==> src/rtl/rv32i_types.sv <==
// Shared rename/dispatch types: instruction, physical-register, dispatch-entry and output-group records.
package rv32i_types;

  localparam int MAX_SS = 4;
  localparam int PHYS_W = 8;
  localparam int ROB_W  = 8;

  typedef struct packed {
    logic        valid;
    logic [31:0] pc;
    logic [31:0] pc_next;
    logic [31:0] inst;
    logic [4:0]  rs1_s;
    logic [4:0]  rs2_s;
    logic [4:0]  rd_s;
    logic        regf_we;
    logic [1:0]  execute_operand1;
    logic [1:0]  execute_operand2;
    logic [31:0] imm;
    logic [3:0]  alu_op;
  } instruction_info_reg_t;

  typedef struct packed {
    logic             dependency;
    logic [ROB_W-1:0] ROB_ID;
  } physical_reg_data_t;

  typedef struct packed {
    logic [PHYS_W-1:0] rs1;
    logic [PHYS_W-1:0] rs2;
    logic [PHYS_W-1:0] rd;
  } rat_entry_t;

  typedef struct packed {
    logic        valid;
    logic [63:0] order;
    logic [31:0] inst;
    logic [4:0]  rs1_addr;
    logic [4:0]  rs2_addr;
    logic [31:0] rs1_rdata;
    logic [31:0] rs2_rdata;
    logic [4:0]  rd_addr;
    logic [31:0] rd_wdata;
    logic [31:0] pc_rdata;
    logic [31:0] pc_wdata;
    logic [31:0] mem_addr;
    logic [3:0]  mem_rmask;
    logic [3:0]  mem_wmask;
    logic [31:0] mem_rdata;
    logic [31:0] mem_wdata;
  } rvfi_t;

  typedef struct packed {
    instruction_info_reg_t inst_info;
    rat_entry_t            rat;
    logic [ROB_W-1:0]      rob_id;
    logic [ROB_W-1:0]      rs1_source;
    logic [ROB_W-1:0]      rs2_source;
    logic                  input1_met;
    logic                  input2_met;
    rvfi_t                 rvfi;
  } super_dispatch_t;

  typedef struct packed {
    logic [MAX_SS-1:0]                  lane_valid;
    super_dispatch_t [MAX_SS-1:0]       entries;
  } out_group_t;

  // A lane claims a new physical register only when it really writes an architectural one.
  function automatic logic writes_reg(input instruction_info_reg_t i);
    return i.valid & i.regf_we & (i.rd_s != 5'd0);
  endfunction

endpackage

==> src/rtl/rename_dispatch_stage_group_dep_resolver.sv <==
// Combinational intra-group analysis: lane ranks, counts, RAW bypass selects and youngest-writer mask.
module group_dep_resolver #(
  parameter  int SS = 2,
  localparam int LW = (SS > 1) ? $clog2(SS) : 1,
  localparam int CW = $clog2(SS + 1)
) (
  input  logic [SS-1:0] live,
  input  logic [SS-1:0] writer,
  input  logic [4:0]    rd_s     [SS],
  input  logic [4:0]    rs1_s    [SS],
  input  logic [4:0]    rs2_s    [SS],
  output logic [LW-1:0] live_rank[SS],
  output logic [LW-1:0] wr_rank  [SS],
  output logic [CW-1:0] n_live,
  output logic [CW-1:0] n_wr,
  output logic [SS-1:0] byp1_hit,
  output logic [SS-1:0] byp2_hit,
  output logic [LW-1:0] byp1_sel [SS],
  output logic [LW-1:0] byp2_sel [SS],
  output logic [SS-1:0] youngest
);

  always_comb begin
    n_live   = '0;
    n_wr     = '0;
    byp1_hit = '0;
    byp2_hit = '0;
    youngest = '0;
    for (int i = 0; i < SS; i++) begin
      live_rank[i] = LW'(n_live);
      wr_rank[i]   = LW'(n_wr);
      n_live       = n_live + CW'(live[i]);
      n_wr         = n_wr + CW'(writer[i]);
      byp1_sel[i]  = '0;
      byp2_sel[i]  = '0;
      // Ascending scan: the last match is the closest older writer.
      for (int m = 0; m < i; m++) begin
        if (writer[m] && rd_s[m] == rs1_s[i] && rs1_s[i] != 5'd0) begin
          byp1_hit[i] = 1'b1;
          byp1_sel[i] = LW'(m);
        end
        if (writer[m] && rd_s[m] == rs2_s[i] && rs2_s[i] != 5'd0) begin
          byp2_hit[i] = 1'b1;
          byp2_sel[i] = LW'(m);
        end
      end
      youngest[i] = writer[i];
      for (int m = i + 1; m < SS; m++) begin
        if (writer[m] && rd_s[m] == rd_s[i]) youngest[i] = 1'b0;
      end
    end
  end

endmodule

==> src/rtl/rename_dispatch_stage.sv <==
// Rename/dispatch stage: renames an SS-wide group through the RAT, resolves in-group RAW hazards and registers it for the backend.
module rename_dispatch_stage
  import rv32i_types::*;
#(
  parameter  int SS         = 2,
  parameter  int PR_ENTRIES = 64,
  parameter  int ROB_DEPTH  = 8,
  localparam int PRW        = $clog2(PR_ENTRIES),
  localparam int RIW        = $clog2(ROB_DEPTH),
  localparam int CW         = $clog2(SS + 1),
  localparam int LW         = (SS > 1) ? $clog2(SS) : 1
) (
  input  logic                  clk,
  input  logic                  rst_n,
  input  logic                  flush,
  input  logic [63:0]           flush_order,
  input  logic                  iq_valid,
  output logic                  iq_ready,
  input  instruction_info_reg_t iq_inst     [SS],
  input  logic [PRW:0]          fl_count,
  input  logic [PRW-1:0]        fl_rd       [SS],
  output logic [CW-1:0]         fl_pop_cnt,
  input  logic [RIW:0]          rob_space,
  input  logic [RIW-1:0]        rob_id_next [SS],
  input  logic [RIW:0]          rs_space,
  output logic [4:0]            isa_rs1     [SS],
  output logic [4:0]            isa_rs2     [SS],
  input  logic [PRW-1:0]        rat_rs1     [SS],
  input  logic [PRW-1:0]        rat_rs2     [SS],
  output logic                  rat_we      [SS],
  output logic [4:0]            isa_rd      [SS],
  output logic [PRW-1:0]        rat_rd      [SS],
  output logic [PRW-1:0]        pr_rs1_s    [SS],
  output logic [PRW-1:0]        pr_rs2_s    [SS],
  input  physical_reg_data_t    pr_rs1      [SS],
  input  physical_reg_data_t    pr_rs2      [SS],
  output logic                  out_valid,
  input  logic                  out_ready,
  output logic                  out_lane_valid [SS],
  output super_dispatch_t       rs_rob_entry   [SS]
);

  logic [SS-1:0]     live, writer;
  logic [4:0]        rd_s [SS], rs1_s [SS], rs2_s [SS];
  logic [LW-1:0]     live_rank [SS], wr_rank [SS], byp1_sel [SS], byp2_sel [SS];
  logic [CW-1:0]     n_live, n_wr;
  logic [SS-1:0]     byp1_hit, byp2_hit, youngest;
  logic [PHYS_W-1:0] new_rd [SS];
  logic [ROB_W-1:0]  lane_rob [SS];
  logic              accept;
  logic [63:0]       order_ctr;
  out_group_t        grp_q, grp_d;

  always_comb begin
    for (int i = 0; i < SS; i++) begin
      live[i]   = iq_inst[i].valid;
      writer[i] = writes_reg(iq_inst[i]);
      rd_s[i]   = iq_inst[i].rd_s;
      rs1_s[i]  = iq_inst[i].rs1_s;
      rs2_s[i]  = iq_inst[i].rs2_s;
    end
  end

  group_dep_resolver #(.SS(SS)) u_resolver (
    .live      (live),
    .writer    (writer),
    .rd_s      (rd_s),
    .rs1_s     (rs1_s),
    .rs2_s     (rs2_s),
    .live_rank (live_rank),
    .wr_rank   (wr_rank),
    .n_live    (n_live),
    .n_wr      (n_wr),
    .byp1_hit  (byp1_hit),
    .byp2_hit  (byp2_hit),
    .byp1_sel  (byp1_sel),
    .byp2_sel  (byp2_sel),
    .youngest  (youngest)
  );

  // Handshake: a group transfers when iq_valid && iq_ready; iq_ready is only raised when the
  // output register can take it (empty or draining) and every backend resource has room.
  assign accept = rst_n & iq_valid & ~flush & (~out_valid | out_ready)
                & (fl_count >= (PRW+1)'(n_wr))
                & (rob_space >= (RIW+1)'(n_live))
                & (rs_space >= (RIW+1)'(n_live));
  assign iq_ready   = accept;
  assign fl_pop_cnt = accept ? n_wr : '0;

  always_comb begin
    for (int i = 0; i < SS; i++) begin
      isa_rs1[i]  = rs1_s[i];
      isa_rs2[i]  = rs2_s[i];
      pr_rs1_s[i] = rat_rs1[i];
      pr_rs2_s[i] = rat_rs2[i];
      isa_rd[i]   = rd_s[i];
      rat_rd[i]   = writer[i] ? fl_rd[wr_rank[i]] : '0;
      rat_we[i]   = accept & youngest[i];
      new_rd[i]   = PHYS_W'(rat_rd[i]);
      lane_rob[i] = ROB_W'(rob_id_next[live_rank[i]]);
    end
  end

  always_comb begin
    grp_d = '0;
    for (int i = 0; i < SS; i++) begin
      grp_d.lane_valid[i]         = live[i];
      grp_d.entries[i].inst_info  = iq_inst[i];
      grp_d.entries[i].rob_id     = lane_rob[i];
      grp_d.entries[i].rat.rd     = new_rd[i];
      if (byp1_hit[i]) begin
        grp_d.entries[i].rat.rs1    = new_rd[byp1_sel[i]];
        grp_d.entries[i].rs1_source = lane_rob[byp1_sel[i]];
        grp_d.entries[i].input1_met = 1'b0;
      end else begin
        grp_d.entries[i].rat.rs1    = PHYS_W'(rat_rs1[i]);
        grp_d.entries[i].rs1_source = pr_rs1[i].ROB_ID;
        grp_d.entries[i].input1_met = ~pr_rs1[i].dependency;
      end
      if (byp2_hit[i]) begin
        grp_d.entries[i].rat.rs2    = new_rd[byp2_sel[i]];
        grp_d.entries[i].rs2_source = lane_rob[byp2_sel[i]];
        grp_d.entries[i].input2_met = 1'b0;
      end else begin
        grp_d.entries[i].rat.rs2    = PHYS_W'(rat_rs2[i]);
        grp_d.entries[i].rs2_source = pr_rs2[i].ROB_ID;
        grp_d.entries[i].input2_met = ~pr_rs2[i].dependency;
      end
      // Immediates and x0 never wait on a producer.
      if (iq_inst[i].execute_operand1[0] || rs1_s[i] == 5'd0) grp_d.entries[i].input1_met = 1'b1;
      if (iq_inst[i].execute_operand2[0] || rs2_s[i] == 5'd0) grp_d.entries[i].input2_met = 1'b1;
      grp_d.entries[i].rvfi.valid    = live[i];
      grp_d.entries[i].rvfi.order    = order_ctr + 64'(live_rank[i]);
      grp_d.entries[i].rvfi.inst     = iq_inst[i].inst;
      grp_d.entries[i].rvfi.rs1_addr = rs1_s[i];
      grp_d.entries[i].rvfi.rs2_addr = rs2_s[i];
      grp_d.entries[i].rvfi.rd_addr  = rd_s[i];
      grp_d.entries[i].rvfi.pc_rdata = iq_inst[i].pc;
      grp_d.entries[i].rvfi.pc_wdata = iq_inst[i].pc_next;
    end
  end

  always_ff @(posedge clk or negedge rst_n) begin
    if (!rst_n) begin
      out_valid <= 1'b0;
      order_ctr <= '0;
      grp_q     <= '0;
    end else if (flush) begin
      out_valid <= 1'b0;
      order_ctr <= flush_order;
    end else if (accept) begin
      out_valid <= 1'b1;
      grp_q     <= grp_d;
      order_ctr <= order_ctr + 64'(n_live);
    end else if (out_ready) begin
      out_valid <= 1'b0;
    end
  end

  always_comb begin
    for (int i = 0; i < SS; i++) begin
      out_lane_valid[i] = grp_q.lane_valid[i];
      rs_rob_entry[i]   = grp_q.entries[i];
    end
  end

  // Group record is sized for the widest configuration; lanes beyond SS stay at reset value.
  for (genvar g = SS; g < MAX_SS; g++) begin : g_spare_lane
    logic unused_lane;
    assign unused_lane = ^{grp_q.lane_valid[g], grp_q.entries[g]};
  end

endmodule

==> config.mk <==
export PLATFORM = sky130hd
export DESIGN_NAME = rename_dispatch_stage
export DESIGN_NICKNAME = d
export VERILOG_FILES = /design/src/rtl/rv32i_types.sv /design/src/rtl/rename_dispatch_stage_group_dep_resolver.sv /design/src/rtl/rename_dispatch_stage.sv
export SDC_FILE = /design/constraint.sdc
export NUM_CORES = 1
export LEC_CHECK = 0
export ABC_AREA = 1
export BUFFER_PORTS_ARGS = -buffer_cell sky130_fd_sc_hd__buf_2
export CAP_MARGIN = 40
export CORE_AREA = 5 5 661 663
export CTS_BUF_LIST = sky130_fd_sc_hd__clkbuf_4 sky130_fd_sc_hd__clkbuf_8 sky130_fd_sc_hd__clkbuf_16
export CTS_CLUSTER_DIAMETER = 150
export CTS_CLUSTER_SIZE = 10
export DETAILED_ROUTE_END_ITERATION = 6
export DIE_AREA = 0 0 666 668
export PLACE_DENSITY = 0.3
export SYNTH_ARGS = -nofsm -noshare
export SYNTH_HDL_FRONTEND = slang
export SYNTH_SLANG_ARGS = --single-unit
==> constraint.sdc <==
create_clock -name clk -period 6.1 [get_ports clk]
set_clock_uncertainty 0.1 [all_clocks]
set_input_delay 0 -clock clk [delete_from_list [all_inputs] [get_ports clk]]
set_output_delay 0 -clock clk [all_outputs]
set_load 0.01 [all_outputs]
==> out/metrics.yaml <==
run_status:
  status: "completed"
timing:
  setup_tns_ps: 0
  rsz0062_at_grt: "no"
  setup_violations: 0
  final_hold_viol_count: 0
  whs_ps: 41.7
  min_period_over_period: 0.831
  tightest_slew_ps: 961
  max_freq_ghz: 0.197
  period_needed_ps: 5070
  final_max_slew_viol_count: 0
  relSlewSlack: 0.359
drt:
  routed_via_density: 2.82
  vias: 32900
  drc: 0
  route.detailed.wl_per_inst_um: 24.0
  routed_wl_um: 281000
  drt_iter0_drc: 2149
  firstDrtPassIters: 5
  antenna_left: 0
clocking:
  path_clk_slew_ps: 60
  htreeDepth: 3
  cts_setup_buffers: 0
  hold_buffers: 847
  cts-buffers-inserted: 76
  post_cts_resize_count: 0
  cts.sinks: 577
  tritoncts: "built"
  insertion_delay_ps: 780
  clk_path_buf_depth: 4
  clockRootBuffer: "clkbuf_16"
finish:
  nets: 6388
  fillers: 49800
  syn_to_final_growth_pct: 64.0
  regArea_um2: 14400
  multi_input_area_um2: 12000
  layout-drive-gt1-share: 0.244
  final_common_cell: "nand2_1"
  final_cell_mix: "nand2_1, buf_2, dlygate4sd3_1"
setup_path:
  rrSetupSlack_ps: 1860
  worstPathRequired_ps: 6000
  startpoint: "iq_inst[198]"
  r2r_end: "order_ctr[4]$_DFFE_PN0P_"
  startpoint_type: "primary input"
  worstRegToRegCells: 12
  path_class: "in2out"
  end_kind: "output port"
  arrival_ps: 4970
  rr_startpoint: "order_ctr[0]$_DFFE_PN0P_"
  crit_path_max_fanout: 150
logic_synthesis:
  async_flop_share: 1.00
  ys.flop_type: "dfrtp_1"
  syn_inst: 4114
  synth_edf_count: 0
  yosysWarnings: 0
  synth_top_family_by_area: "simple AND/OR/NAND/NOR gates"
  ys_seq_area_frac: 0.456
  netlist_area_um2: 31700
  ys_ff_latch: 577
  synthXorXnorAreaFrac: 0.0166
  synth_cell_types: 33
  synth_fa_ha_area_frac: 0.00537
  synth_compound_area_frac: 0.0288
  synth-simple-area-share: 0.278
  synth_mux_area_frac: 0
  avgSynthCellArea_um2: 7.70
placement:
  gp_congestion: 0.888
  port_buffers: 1277
  dp_hpwl_um: 235000
flow_run:
  cap_violations: 0
min_path:
  hold_depth: 10
  hold-path-endpoint: "rs_rob_entry[465]$_DFFE_PN0P_"
  hp-start: "iq_valid"
  hold_class: "in2reg"
die:
  die_h_um: 668
  core_area_um2: 430000
  die_w_um: 666
  die_area_um2: 445000
  pin_count: 1700
  rows: 241
  initial_core_util: 0.0738
pwr:
  p_total_mw: 15.0
  p_leak_nw: 25.4
  max-vdd-ir-drop_mv: 0.178
  p_per_area_nw_per_um2: 289
grt:
  track_usage: 0.119
  antenna_found_initial: 103
  grt_pass1_vias: 32900
  grt_pass1_wl_um: 351000
  grt_max_degree: 174
  grt_overflow: 0
per-stage QoR:
stage / worst slack, ps / instance area [um2] / instances / util
global placement: 1660 / 41100 / 10700 / 0.0957
detailed placement: 1770 / 41200 / 10700 / 0.0960
finish: 1030 / 52000 / 11700 / 0.121
floorplan: 3600 / 33300 / 4535 / -
CTS: 695 / 51900 / 11600 / 0.121
global route: 615 / 51900 / 11700 / 0.121
area by class of cell:
type	instances	share of cell area
timing repair buffer	2164	0.297
antenna	44	0.00212
inverter	188	0.0136
clock inverter	12	0.00294
tap	5710	0.137
sequential	577	0.278
multi-input combinational	2900	0.231
clock buffer	82	0.0379
cells by family after synthesis:
family          Yosys count
buf+inv                1058
compound gates          180
simple gates           2225
other cells               1
flops                   577
fa+ha+maj                13
xor+xnor                 60
report_power, final:
| part | total (mW) | leakage [nW] | switching [mW] | internal (mW) |
|---|---|---|---|---|
| logic | 5.12 | 17.2 | 3.46 | 1.66 |
| registers | 5.49 | 7.21 | 0.876 | 4.61 |
| clock network | 4.39 | 1.04 | 2.02 | 2.37 |
| total | 15.0 | 25.4 | 6.35 | 8.64 |
state kept, by name (all words and copies together) (netlist names):
name,count
out_lane_valid,1
order_ctr,64
out_valid,1
rs_rob_entry,511
worst max-delay path, cell delays in order:
cell and delay [ps]:
dlygate4sd3_1 540, buf_2 190, dlygate4sd3_1 600, inv_1 80, nand4_1 210, nand2_1 120
buf_4 240, inv_2 60, ha_1 320, ha_1 270, o21ai_0 180, nand2_1 270
nand3_4 240, buf_12 510, buf_12 550, nor2_1 230, buf_2 220
worst max-delay path by stage:
stage	cells past startpoint	endpoint	slack, ps
global route	17	fl_pop_cnt[1]	620
finish	17	fl_pop_cnt[1]	1030
floorplan	15	out_valid$_DFFE_PN0P_	3600
detailed placement	15	rs_rob_entry[376]$_DFFE_PN0P_	1770
CTS	17	fl_pop_cnt[1]	690
global placement	16	order_ctr[29]$_DFFE_PN0P_	1660
cells in the mapped netlist (9+ instances only):
cell type | n | area share
o21ai_1 | 19 | 0.0030
nand3_1 | 210 | 0.033
inv_1 | 184 | 0.022
dfrtp_1 | 577 | 0.46
nand4_1 | 19 | 0.0038
nand2_1 | 1773 | 0.21
buf_2 | 114 | 0.018
ha_1 | 12 | 0.0047
clkbuf_1 | 27 | 0.0032
xnor2_1 | 19 | 0.0053
clkbuf_2 | 10 | 0.0016
nor2_1 | 181 | 0.021
o21ai_0 | 149 | 0.024
buf_4 | 718 | 0.17
a21oi_1 | 9 | 0.0014
xor2_1 | 41 | 0.011
nor2_2 | 12 | 0.0024
layer usage:
layer  share of wire  vias to the layer above  global-route usage
li1                -                    15100                   -
met1            0.38                    16100               0.136
met2            0.50                     1357               0.212
met3           0.083                      326              0.0394
met4           0.033                       40              0.0339
met5         0.00095                        -                   0
(Power assumes the default switching activity.)
